[src/rtl/motor_dc_top.sv]
// rtl/motor_dc_top.sv - DC motor PWM speed/direction controller with push-button speed step
//
// Purpose:
//   Derives 10 kHz and 1 kHz enable ticks from clk. Each accepted push of
//   speed_inc raises an 8-bit speed by SPEED_STEP, saturating at 255. An
//   8-bit PWM counter advanced on the 10 kHz tick drives ena = (counter < speed).
//   in1/in2 follow the synchronized forward input, and both are held low
//   (coast) while speed is zero.
//
// Build option:
//   MOTOR_DC_DEBOUNCE_EN - when defined, presses come from a 1 kHz-sampled
//   debouncer. When undefined, every rising edge of the synchronized raw
//   button counts as a press.
//
// Ports:
//   clk        in   system clock (CLK_FREQ Hz)
//   rst        in   asynchronous active-low reset
//   speed_inc  in   raw push-button, high = pressed (asynchronous)
//   forward    in   direction select, 1 = forward (asynchronous)
//   ena        out  PWM enable to H-bridge
//   in1, in2   out  H-bridge direction inputs
module motor_dc_top #(
    parameter int CLK_FREQ         = 12000000,
    parameter int SPEED_STEP       = 51,
    parameter int DEBOUNCE_SAMPLES = 4
) (
    input  logic clk,
    input  logic rst,
    input  logic speed_inc,
    input  logic forward,
    output logic ena,
    output logic in1,
    output logic in2
);

    localparam int DIV_10K = CLK_FREQ / 10000;
    localparam int DIV_1K  = CLK_FREQ / 1000;
    localparam int W_10K   = $clog2(DIV_10K + 1);
    localparam int W_1K    = $clog2(DIV_1K + 1);

    logic [7:0]       speed;
    logic             clk_10kHz;
    logic             clk_1kHz;
    logic [W_10K-1:0] div_10k;
    logic [W_1K-1:0]  div_1k;
    logic [1:0]       inc_sync;
    logic [1:0]       fwd_sync;
    logic             press;
    logic [7:0]       pwm_cnt;
    logic [8:0]       speed_sum;

    // Tick dividers: the tick flop is set on the cycle the count wraps, so the
    // first tick after reset is seen exactly DIV cycles later.
    always_ff @(posedge clk or negedge rst) begin
        if (!rst) begin
            div_10k   <= '0;
            clk_10kHz <= 1'b0;
        end else if (div_10k == W_10K'(DIV_10K - 1)) begin
            div_10k   <= '0;
            clk_10kHz <= 1'b1;
        end else begin
            div_10k   <= div_10k + 1'b1;
            clk_10kHz <= 1'b0;
        end
    end

    always_ff @(posedge clk or negedge rst) begin
        if (!rst) begin
            div_1k   <= '0;
            clk_1kHz <= 1'b0;
        end else if (div_1k == W_1K'(DIV_1K - 1)) begin
            div_1k   <= '0;
            clk_1kHz <= 1'b1;
        end else begin
            div_1k   <= div_1k + 1'b1;
            clk_1kHz <= 1'b0;
        end
    end

    always_ff @(posedge clk or negedge rst) begin
        if (!rst) begin
            inc_sync <= 2'b00;
            fwd_sync <= 2'b00;
        end else begin
            inc_sync <= {inc_sync[0], speed_inc};
            fwd_sync <= {fwd_sync[0], forward};
        end
    end

`ifdef MOTOR_DC_DEBOUNCE_EN
    localparam int DB_W = $clog2(DEBOUNCE_SAMPLES + 1);

    logic            db_level;
    logic [DB_W-1:0] db_cnt;

    // db_cnt counts consecutive samples that differ from the accepted level;
    // any sample matching the accepted level restarts the run. The press pulse
    // fires only on an accepted 0->1 change.
    always_ff @(posedge clk or negedge rst) begin
        if (!rst) begin
            db_level <= 1'b0;
            db_cnt   <= '0;
            press    <= 1'b0;
        end else begin
            press <= 1'b0;
            if (clk_1kHz) begin
                if (inc_sync[1] == db_level) begin
                    db_cnt <= '0;
                end else if (db_cnt == DB_W'(DEBOUNCE_SAMPLES - 1)) begin
                    db_level <= inc_sync[1];
                    db_cnt   <= '0;
                    press    <= inc_sync[1];
                end else begin
                    db_cnt <= db_cnt + 1'b1;
                end
            end
        end
    end
`else
    logic inc_prev;
    logic unused_ok;

    // The 1 kHz tick and the debounce depth are not needed without the debouncer.
    assign unused_ok = &{1'b0, clk_1kHz, 1'(DEBOUNCE_SAMPLES)};

    always_ff @(posedge clk or negedge rst) begin
        if (!rst) begin
            inc_prev <= 1'b0;
            press    <= 1'b0;
        end else begin
            inc_prev <= inc_sync[1];
            press    <= inc_sync[1] & ~inc_prev;
        end
    end
`endif

    // The sum is 9 bits wide so a carry out means saturation, never wrap.
    assign speed_sum = {1'b0, speed} + 9'(SPEED_STEP);

    always_ff @(posedge clk or negedge rst) begin
        if (!rst) begin
            speed <= 8'd0;
        end else if (press) begin
            speed <= speed_sum[8] ? 8'hFF : speed_sum[7:0];
        end
    end

    // ena is re-evaluated every clk, so a new speed applies within the
    // current PWM step rather than at the frame boundary.
    always_ff @(posedge clk or negedge rst) begin
        if (!rst) begin
            pwm_cnt <= 8'd0;
            ena     <= 1'b0;
            in1     <= 1'b0;
            in2     <= 1'b0;
        end else begin
            if (clk_10kHz) begin
                pwm_cnt <= pwm_cnt + 8'd1;
            end
            ena <= (pwm_cnt < speed);
            in1 <= (speed != 8'd0) &  fwd_sync[1];
            in2 <= (speed != 8'd0) & ~fwd_sync[1];
        end
    end

endmodule

[config.mk]
export PLATFORM = sky130hd
export DESIGN_NAME = motor_dc_top
export DESIGN_NICKNAME = d
export VERILOG_FILES = /design/src/rtl/motor_dc_top.sv
export SDC_FILE = /design/constraint.sdc
export NUM_CORES = 1
export LEC_CHECK = 0
export CORE_AREA = 5 5 82 84
export DETAILED_ROUTE_END_ITERATION = 6
export DIE_AREA = 0 0 87 89
export PLACE_DENSITY = 0.5
export SYNTH_ARGS = -nofsm -noshare
export SYNTH_HDL_FRONTEND = slang
export SYNTH_SLANG_ARGS = --single-unit
[constraint.sdc]
create_clock -name clk -period 2 [get_ports clk]
set_input_delay 0.5 -clock clk [delete_from_list [all_inputs] [get_ports clk]]
set_output_delay 0.5 -clock clk [all_outputs]
set_load 0.005 [all_outputs]
### Word-level counts from Yosys, hierarchy flattened

Cells that the tools add are included.

| word-level totals | value |
|---|---|
| bits of input ports | 4 |
| output and inout bits | 3 |
| register bits | 37 |
| word-level logic and storage cells | 25 |

| cells by class | value |
|---|---|
| $add $sub $neg | 3 |
| reductions and logical operators | 1 |
| $lt $le $gt $ge | 1 |
| equality and inequality tests | 1 |
| bitwise gates (word level) | 5 |
| mux-type cells | 3 |

Operators with widths:

| kind | number |
|---|---|
| $add A11 B1 Y11 const B | 1 |
| $eq A11 B11 Y1 const B | 1 |
| $mux W11 | 1 |
| $add A8 B6 Y9 const B | 1 |
| $add A8 B1 Y8 const B | 1 |
| $lt A8 B8 Y1 | 1 |
| $mux W8 | 1 |
| $reduce_bool A8 Y1 | 1 |
| $and A1 B1 Y1 | 3 |
| $not A1 Y1 | 2 |
| $mux W1 | 1 |

### Logic depth before layout (Yosys ltp)

Gate-level depths: netlist of run 1.

| depth | value |
|---|---|
| depth in word-level cells | 2 |
| gate-level depth with buffers | 6 |

### Worst setup path before layout of run 1

Ideal clock, no wire load.

| timing path | value |
|---|---|
| path type | reg2reg |
| start | register speed[0] |
| end | register speed[3] |
| stages on the path, launching flop included | 7 |
| path slack | 594 ps |
| clock period less this slack | 1406 ps |
| data arrival time | 1329 ps |
| setup time | 77 ps |
| cell sequence | dfrtp_1 -> inv_1 -> ha_1 -> nand3b_1 -> a21o_1 -> and3_1 -> a21oi_1 |

| on the way | value |
|---|---|
| word-level cells in the longest chain between the ends | 2 |

Ends and longest elaborated chain:

| item | line | text |
|---|---|---|
| start, declared | 41 | `logic [7:0] speed;` |
| start signal, assigned | 144 | `speed <= speed_sum[8] ? 8'hFF : speed_sum[7:0];` |
| $add A8 B6 Y9 | 138 | `assign speed_sum = {1'b0, speed} + 9'(SPEED_STEP);` |
| $mux W8 | 144 |  |

No other way between the ends.
A chain may end at the register's enable or synchronous reset.

### Worst setup path in the final report of run 1

| timing path | value |
|---|---|
| start | register in1 |
| end | output in1 |

RTL lines:

| item | line | text |
|---|---|---|
| start, declared | 32 | `output logic in1,` |
| start signal, assigned | 161 | `in1 <= (speed != 8'd0) & fwd_sync[1];` |

No word-level cell between the ends.

==> results.json, run 1 <==
{
  "antenna_found_initial": 0,
  "final.setup_skew_ps": 9.09,
  "synthDistinctLibCells": 34,
  "hold_path.class": "input port to async pin",
  "syn_inst": 159,
  "via_count": 1193,
  "muxShareOfSynthArea_pct": 0.651,
  "slowest_stage": "clkdlybuf4s50_1",
  "clockBufferDepth": 2,
  "synth_compound_area_share_pct": 10.3,
  "final_common_cell": "dfrtp_1",
  "grt_max_degree": 21,
  "path_cells": "clkdlybuf4s50_1",
  "worstMarginPinSlew_ps": 441,
  "die-area_um2": 7740,
  "reg2reg_slack_ps": 420,
  "grt_pass1_wl_um": 5440,
  "ctsHoldBuffers": 0,
  "dieHeight_um": 89,
  "rsz0062_at_grt": "false",
  "drtAntennaViolNets": 0,
  "drv_slew": 0,
  "grt_usage_pct": 8.94,
  "gr-total-overflow": 0,
  "synth_xor_area_share_pct": 7.09,
  "drc": 0,
  "wl_per_cell_um": 12.2,
  "fin_nets": 186,
  "worstSkewPairLatency_ps": 290,
  "cts-buffers-inserted": 5,
  "reg2reg_to": "speed[3]",
  "max-vdd-ir-drop_mv": 0.326,
  "die_w_um": 87,
  "syn-num-nets": 174,
  "p_leak_nw": 0.972,
  "first_pass_iters": 7,
  "path_delay_family": "buffers and inverters",
  "cts_tree": "yes",
  "ff2ff_path_depth": 6,
  "port_buffers": 6,
  "dpl.hpwl_um": 2190,
  "max_freq_mhz": 625,
  "postCtsSetupBuffers": 0,
  "initial_core_util_pct": 29.6,
  "setup_viol": 0,
  "route.met3.wl_um": 131,
  "vias_per_cell": 4.83,
  "drt-met1-wl_um": 1410,
  "cts_max_level": 2,
  "layout-drive-gt1-share_pct": 8.72,
  "fin_setup_tns_ps": 0,
  "diodes": 0,
  "synth_top_family_by_area": "simple AND/OR/NAND/NOR gates",
  "p_per_area_nw_per_um2": 765,
  "cts_resized": 0,
  "total_power_mw": 1.54,
  "synthSimpleGateAreaFrac_pct": 17.9,
  "layout_common_cells": "dfrtp_1, nor2_1, ha_1",
  "topRoutingLayerUsed": "met4",
  "row_count": 28,
  "synthAdderAreaFrac_pct": 7.95,
  "netlist_area_um2": 1730,
  "yosysWarnings": 0,
  "max_slew_margin_pct": 70.2,
  "fin_ws_ps": 400,
  "cp-end-kind": "primary output",
  "avgSynthCellArea_um2": 10.9,
  "fin_crit_sh_pct": 80.0,
  "ios": 7,
  "max_stage_delay_ps": 490,
  "wirelength_um": 3020,
  "min_period_ps": 1600,
  "root_buffer": "clkbuf_8",
  "area_delta_synth_final_pct": 16.2,
  "drt_iter0_markers": 63,
  "critical_path_class": "flop to primary output",
  "drv_cap": 0,
  "routed-wl-met2_um": 1390,
  "crit_path_max_fanout": 1,
  "ys_ff_latch": 37,
  "cts_sinks": 37,
  "critPathLaunchType": "flop",
  "core-area_um2": 5850,
  "critPathRequiredTime_ps": 1500,
  "ys_seq_area_share_pct": 53.5,
  "arrival_ps": 1100,
  "grt_pass1_vias": 1247,
  "place_congestion": 0.785,
  "status": "completed",
  "dp_slack_ps": 450,
  "crit_buf_inv": 1,
  "hold_viol": 0,
  "r2r-start": "speed[0]",
  "clkTransAtPathRegs_ps": 80
}
[synthesized netlist by cell type]
master,number,area (um2)
buf_2,1,5.00
o22ai_1,1,6.26
dfrtp_1,37,926
nand2b_1,1,6.26
nand2_1,10,37.5
a31oi_1,4,25.0
o21a_1,2,15.0
nor4b_2,1,15.0
a21oi_1,9,45.0
nand3_1,7,35.0
ha_1,11,138
nor4_1,1,6.26
nor2b_1,3,18.8
o311ai_0,1,8.76
a211oi_1,1,7.51
a21o_1,1,7.51
nor2_1,11,41.3
or4b_1,1,10.0
xor2_1,6,52.6
and4_1,2,17.5
and2_4,1,8.76
o21ai_0,7,35.0
clkbuf_1,1,3.75
inv_1,10,37.5
and3_1,4,25.0
o211a_1,1,10.0
nor3_4,1,16.3
a22o_1,1,8.76
mux2_2,1,11.3
nand3b_1,1,7.51
a31o_2,1,8.76
nand4_1,7,43.8
nor3_1,4,20.0
xnor2_1,8,70.1
[state kept, by name (all words and copies together) (netlist names)]
| name | flops |
|---|---|
| inc_prev | 1 |
| div_10k | 11 |
| in1 | 1 |
| press | 1 |
| speed | 8 |
| ena | 1 |
| inc_sync | 2 |
| in2 | 1 |
| pwm_cnt | 8 |
| clk_10kHz | 1 |
| fwd_sync | 2 |
[where the power goes]
part / switching, mW / total, mW / internal [mW] / leakage (nW)
registers: 0.0183 / 0.787 / 0.768 / 0.439
clock network: 0.266 / 0.671 / 0.405 / 0.0574
logic: 0.0445 / 0.0804 / 0.0358 / 0.475
[area by class of cell]
class | count | area (um2)
Fill cell | 579 | 3840
Inverter | 10 | 37.5
Timing Repair Buffer | 7 | 75.1
Clock inverter | 2 | 37.5
Tap cell | 75 | 93.8
Clock buffer | 6 | 82.6
Multi-Input combinational cell | 110 | 758
Sequential cell | 37 | 926
[routing by layer]
metal	up-vias	GRT usage, %
li1	590	-
met1	566	11.1
met2	26	13.8
met4	0	4.96
met3	11	2.76
met5	-	0
[how the worst max path moves through the flow]
stage | start | end | slack, ps | depth (start not counted)
finish | in1 | in1 | 400 | 1
global placement | speed[0] | speed[3] | 530 | 6
global route | speed[0] | speed[3] | 240 | 6
detailed placement | speed[0] | speed[3] | 450 | 6
floorplan | speed[0] | speed[3] | 590 | 6
CTS | in1 | in1 | 380 | 1
[per-stage QoR]
stage                     cell area (um2)  cells  utilization (%)  hold WS, ps
after floorplan                      1730    159                -          204
after global placement               1890    239             32.3          332
after detailed placement             1890    239             32.3          342
after CTS                            2010    247             34.4          162
after global routing                 2010    247             34.4          185
final                                2010    247             34.4          154
[kinds of logic (layout without fill, tap and decap cells)]
| family | after synthesis | after routing |
|---|---|---|
| multiplexers | 1 | 1 |
| AO/OA/AOI/OAI | 29 | 29 |
| buffers and inverters | 12 | 25 |
| adder cells (fa/ha/maj) | 11 | 11 |
| flip-flops | 37 | 37 |
| AND/OR/NAND/NOR | 55 | 55 |
| XOR/XNOR | 14 | 14 |
No activity file was read; power rests on OpenSTA's default activity.
==> run 2: changes to the inputs <==
PLACE_DENSITY = 0.51   (was 0.5)
clock period = 1.36 ns   (was 2 ns; I/O delays follow)
==> results.json, run 2 (synthesized netlist as in run 1, its figures left out) <==
{
  "grt_pass1_vias": 1272,
  "final_area_um2": 2320,
  "critPathRequiredTime_ps": 1580,
  "p_per_area_nw_per_um2": 898,
  "fin_crit_sh_pct": 105,
  "port_buffers": 6,
  "final_util_pct": 39.6,
  "worstSkewPairLatency_ps": 290,
  "dieHeight_um": 89,
  "max_slew_margin_pct": 74.2,
  "core-area_um2": 5850,
  "diodes": 0,
  "cp-end-kind": "flop",
  "cts_sinks": 37,
  "drtAntennaViolNets": 0,
  "timing.hold.ws_ps": 349,
  "layout_common_cells": "dfrtp_1, buf_4, nor2_1",
  "violations": "negative setup slack",
  "fin_nets": 216,
  "cts_max_level": 2,
  "ios": 7,
  "critical_path_class": "flop to flop",
  "cts-buffers-inserted": 5,
  "row_count": 28,
  "first_pass_iters": 4,
  "via_count": 1279,
  "hold_viol": 0,
  "crit_path_max_fanout": 5,
  "regMostFlops": "div_10k",
  "hold_path.class": "flop to flop",
  "gr-total-overflow": 0,
  "drv_slew": 0,
  "final.setup_skew_ps": 6.66,
  "reg_top3": "div_10k: 11 flops, pwm_cnt: 8 flops, speed: 8 flops",
  "max-vdd-ir-drop_mv": 0.412,
  "final_common_cell": "dfrtp_1",
  "wl_per_cell_um": 12.4,
  "drv_cap": 0,
  "min_period_ps": 1430,
  "largest_reg_flops": 11,
  "initial_core_util_pct": 29.6,
  "p_leak_nw": 1.12,
  "antenna_found_initial": 0,
  "worstMarginPinSlew_ps": 387,
  "die_w_um": 87,
  "rsz0062_at_grt": "true",
  "die-area_um2": 7740,
  "cts_tree": "yes",
  "slowest_stage": "dfrtp_1",
  "clockBufferDepth": 2,
  "path_cells": "inv_2 -> ha_4 -> nand3b_1 -> a21o_1 -> and3_1 -> a21oi_1",
  "drt_iter0_markers": 24,
  "layout-drive-gt1-share_pct": 31.2,
  "max_freq_mhz": 701,
  "root_buffer": "clkbuf_8",
  "grt_max_degree": 26,
  "grt_pass1_wl_um": 5620,
  "dpl.hpwl_um": 2300,
  "fill_cells": 562,
  "place_congestion": 0.752,
  "max_stage_delay_ps": 390,
  "clkTransAtPathRegs_ps": 80,
  "placed_area_um2": 2050,
  "grt_usage_pct": 9.33,
  "drc": 0,
  "fin_ws_ps": -67.3,
  "arrival_ps": 1650,
  "vias_per_cell": 4.62,
  "area_delta_synth_final_pct": 33.9,
  "critPathLaunchType": "flop",
  "wirelength_um": 3420,
  "status": "finished, violations left",
  "setup_viol": 2
}
-- run 2: path summary, 6_finish.rpt --
check	startpoint	depth (start not counted)	end	slack [ps]
max	speed[1]	6	speed[3]	-70
min	fwd_sync[0]	0	fwd_sync[1]	350
max reg2reg	speed[1]	6	speed[3]	-70
min reg2reg	fwd_sync[0]	0	fwd_sync[1]	350
max in group asynchronous	rst	3	speed[4]	420
min in group asynchronous	rst	2	ena	480
-- run 2: worst max-delay path, delay by kind of cell, from the launching register on --
family / cells / cell delay, ps
simple gates: 2 / 400
fa+ha+maj: 1 / 150
buf+inv: 1 / 70
compound gates: 2 / 340
flops: 1 / 390
-- run 2: timing repair --
item | in CTS | in global routing
gates resized for setup | 12 | 19
buffers inserted | 1 | 7
hold endpoints to repair | 12 | 0
pin swaps | 10 | 19
hold buffers | 1 | 0
gates cloned | 0 | 0
endpoints found under the setup margin | 14 | 15
-- run 2: cell type report --
cell class | instances | area, um2 | share of cell area, %
Tap cell | 75 | 93.8 | 4.05
Timing Repair Buffer | 37 | 314 | 13.6
Sequential cell | 37 | 927 | 40.0
Multi-Input combinational cell | 110 | 858 | 37.0
Inverter | 10 | 37.5 | 1.62
Clock buffer | 5 | 68.8 | 2.97
Clock inverter | 3 | 17.5 | 0.756
-- run 2: routing by layer --
metal | GRT usage (%) | wire length (um)
met4 | 3.82 | 51
met5 | 0 | 0
met2 | 15.7 | 1710
met3 | 3.04 | 120
met1 | 11.0 | 1540
-- run 2: through the flow --
step,instances,power [mW],setup WS [ps],setup TNS (ps)
2_1_floorplan,159,1.24,-12.6,-12.6
3_3_place_gp,260,1.32,-10.7,-10.7
3_5_place_dp,260,1.32,-32.0,-99.3
4_1_cts,270,2.08,-24.5,-104
5_1_grt,277,2.20,-170,-855
6_report,277,2.08,-67.3,-119
-- run 2: power breakdown --
| group | internal (mW) | leakage (nW) | switching [mW] |
|---|---|---|---|
| combinational | 0.0809 | 0.635 | 0.0905 |
| clock | 0.353 | 0.0439 | 0.389 |
| sequential | 1.13 | 0.439 | 0.0338 |
| total | 1.57 | 1.12 | 0.513 |
==> run 3: changes to the inputs <==
SETUP_SLACK_MARGIN = 0.3   (was not set)
==> results.json, run 3 (synthesized netlist as in run 1, its figures left out) <==
{
  "status": "finished, violations left",
  "violations": "negative setup slack",
  "cts_tree": "yes",
  "layout_common_cells": "dfrtp_1, buf_4, nor2_1, buf_6, a21oi_1",
  "arrival_ps": 1630,
  "fin_nets": 228,
  "power.share.switching_pct": 22.7,
  "hold_path.class": "flop to flop",
  "ff2ff_path_depth": 6,
  "p_seq_share_pct": 51.2,
  "vias_per_cell": 4.69,
  "max_stage_delay_ps": 390,
  "fin_crit_sh_pct": 104,
  "dieHeight_um": 89,
  "ios": 7,
  "critPathLaunchType": "flop",
  "comb_power_share_pct": 6.8,
  "drtAntennaViolNets": 0,
  "core-area_um2": 5850,
  "setup.worst_path.start": "speed[1]",
  "gr-total-overflow": 0,
  "worstMarginPinSlew_ps": 397,
  "largest_reg_flops": 11,
  "grt_max_degree": 25,
  "setup_viol": 8,
  "max-vdd-ir-drop_mv": 0.549,
  "cp-end-kind": "flop",
  "power_frac_clock_pct": 42.1,
  "grt_usage_pct": 10.4,
  "crit_path_max_fanout": 4,
  "wl_per_cell_um": 12.2,
  "endpoint": "speed[3]",
  "timing.hold.ws_ps": 354,
  "dp_cells": 255,
  "final.setup_skew_ps": 5.79,
  "area_delta_synth_final_pct": 47.5,
  "p_leak_nw": 1.19,
  "netSwitchingPower_mw": 0.513,
  "reg2reg_to": "speed[3]",
  "die_w_um": 87,
  "clkTransAtPathRegs_ps": 80,
  "p_per_area_nw_per_um2": 886,
  "clockBufferDepth": 2,
  "first_pass_iters": 4,
  "layout-drive-gt1-share_pct": 41.6,
  "worstSkewPairLatency_ps": 290,
  "row_count": 28,
  "final_cells": 289,
  "fin_ws_ps": -51.3,
  "regMostFlops": "div_10k",
  "max_slew_margin_pct": 73.1,
  "drc": 0,
  "antenna_found_initial": 0,
  "grt_pass1_wl_um": 6310,
  "drv_cap": 0,
  "dp_slack_ps": -44.9,
  "fin_setup_tns_ps": -122,
  "root_buffer": "clkbuf_8",
  "diodes": 0,
  "initial_core_util_pct": 29.6,
  "critPathRequiredTime_ps": 1580,
  "reg_top3": "div_10k: 11 flops, pwm_cnt: 8 flops, speed: 8 flops",
  "slowest_stage": "dfrtp_1",
  "reg2reg_slack_ps": -50,
  "drv_slew": 0,
  "path_cells": "inv_2 -> ha_4 -> nand3b_1 -> a21o_1 -> and3_1 -> a21oi_1",
  "cts_sinks": 37,
  "place_congestion": 0.808,
  "via_count": 1356,
  "r2r-start": "speed[1]",
  "max_freq_mhz": 709,
  "min_period_ps": 1410,
  "port_buffers": 6,
  "drt_iter0_markers": 40,
  "cts-buffers-inserted": 5,
  "hold_viol": 0,
  "fill_cells": 553,
  "rsz0062_at_grt": "true",
  "critical_path_class": "flop to flop",
  "die-area_um2": 7740,
  "grt_pass1_vias": 1440,
  "cts_max_level": 2,
  "total_power_mw": 2.26,
  "final_common_cell": "dfrtp_1",
  "internal_power_mw": 1.75,
  "wirelength_um": 3520,
  "dpl.hpwl_um": 2340
}
==> run 3: how the worst min path moves through the flow <==
stage | start | end | slack (ps) | cells after the start
after floorplan | rst | clk_10kHz | 40 | 0
after global placement | rst | speed[5] | 260 | 1
after detailed placement | rst | speed[5] | 270 | 1
after CTS | inc_sync[0] | inc_sync[1] | 360 | 0
after global routing | inc_sync[0] | inc_sync[1] | 370 | 0
final | inc_sync[0] | inc_sync[1] | 350 | 0
==> run 3: routing by layer <==
metal	share of wire (%)	routed length, um	vias to the layer above	GRT usage (%)
li1	-	-	675	-
met1	43	1510	658	12.3
met2	51	1800	13	17.2
met3	3.4	121	10	3.23
met4	2.3	82	0	4.82
met5	0	0	-	0
==> run 3: per-stage QoR <==
| step | utilization, % | area [um2] |
|---|---|---|
| global route | 43.6 | 2550 |
| finish | 43.6 | 2550 |
| global placement | 35.3 | 2070 |
| CTS | 41.3 | 2410 |
| floorplan | - | 1790 |
| detailed placement | 35.3 | 2070 |
==> run 3: timing repair <==
| action | CTS | global route |
|---|---|---|
| gates resized for setup | 38 | 16 |
| pin swaps | 19 | 18 |
| hold buffers | 1 | 0 |
| hold endpoints to repair | 13 | 0 |
| setup buffers | 17 | 8 |
| setup endpoints to repair | 28 | 31 |
==> run 3: layout make-up <==
type / instances / area [um2] / area share [%]
well taps: 75 / 93.8 / 3.68
clock inverters: 3 / 46.3 / 1.81
clock buffers: 5 / 68.8 / 2.70
repair buffers: 49 / 415 / 16.3
multi-input cells: 110 / 962 / 37.7
flip-flops and latches: 37 / 928 / 36.4
inverters: 10 / 37.5 / 1.47
==> run 3: power by group through the flow <==
stage	combinational (mW)	sequential [mW]	clock (mW)
CTS	0.151	1.16	0.988
global route	0.171	1.16	1.05
finish	0.153	1.16	0.951
floorplan	0.0668	1.17	0
detailed placement	0.136	1.18	0
global placement	0.135	1.18	0
==> run 3: worst max-delay path: cells and delay by family (launching register included) <==
family / cells / cell delay [ps]
AND/OR/NAND/NOR: 2 / 380
adder cells (fa/ha/maj): 1 / 150
buffers and inverters: 1 / 70
AO/OA/AOI/OAI: 2 / 340
flip-flops: 1 / 390
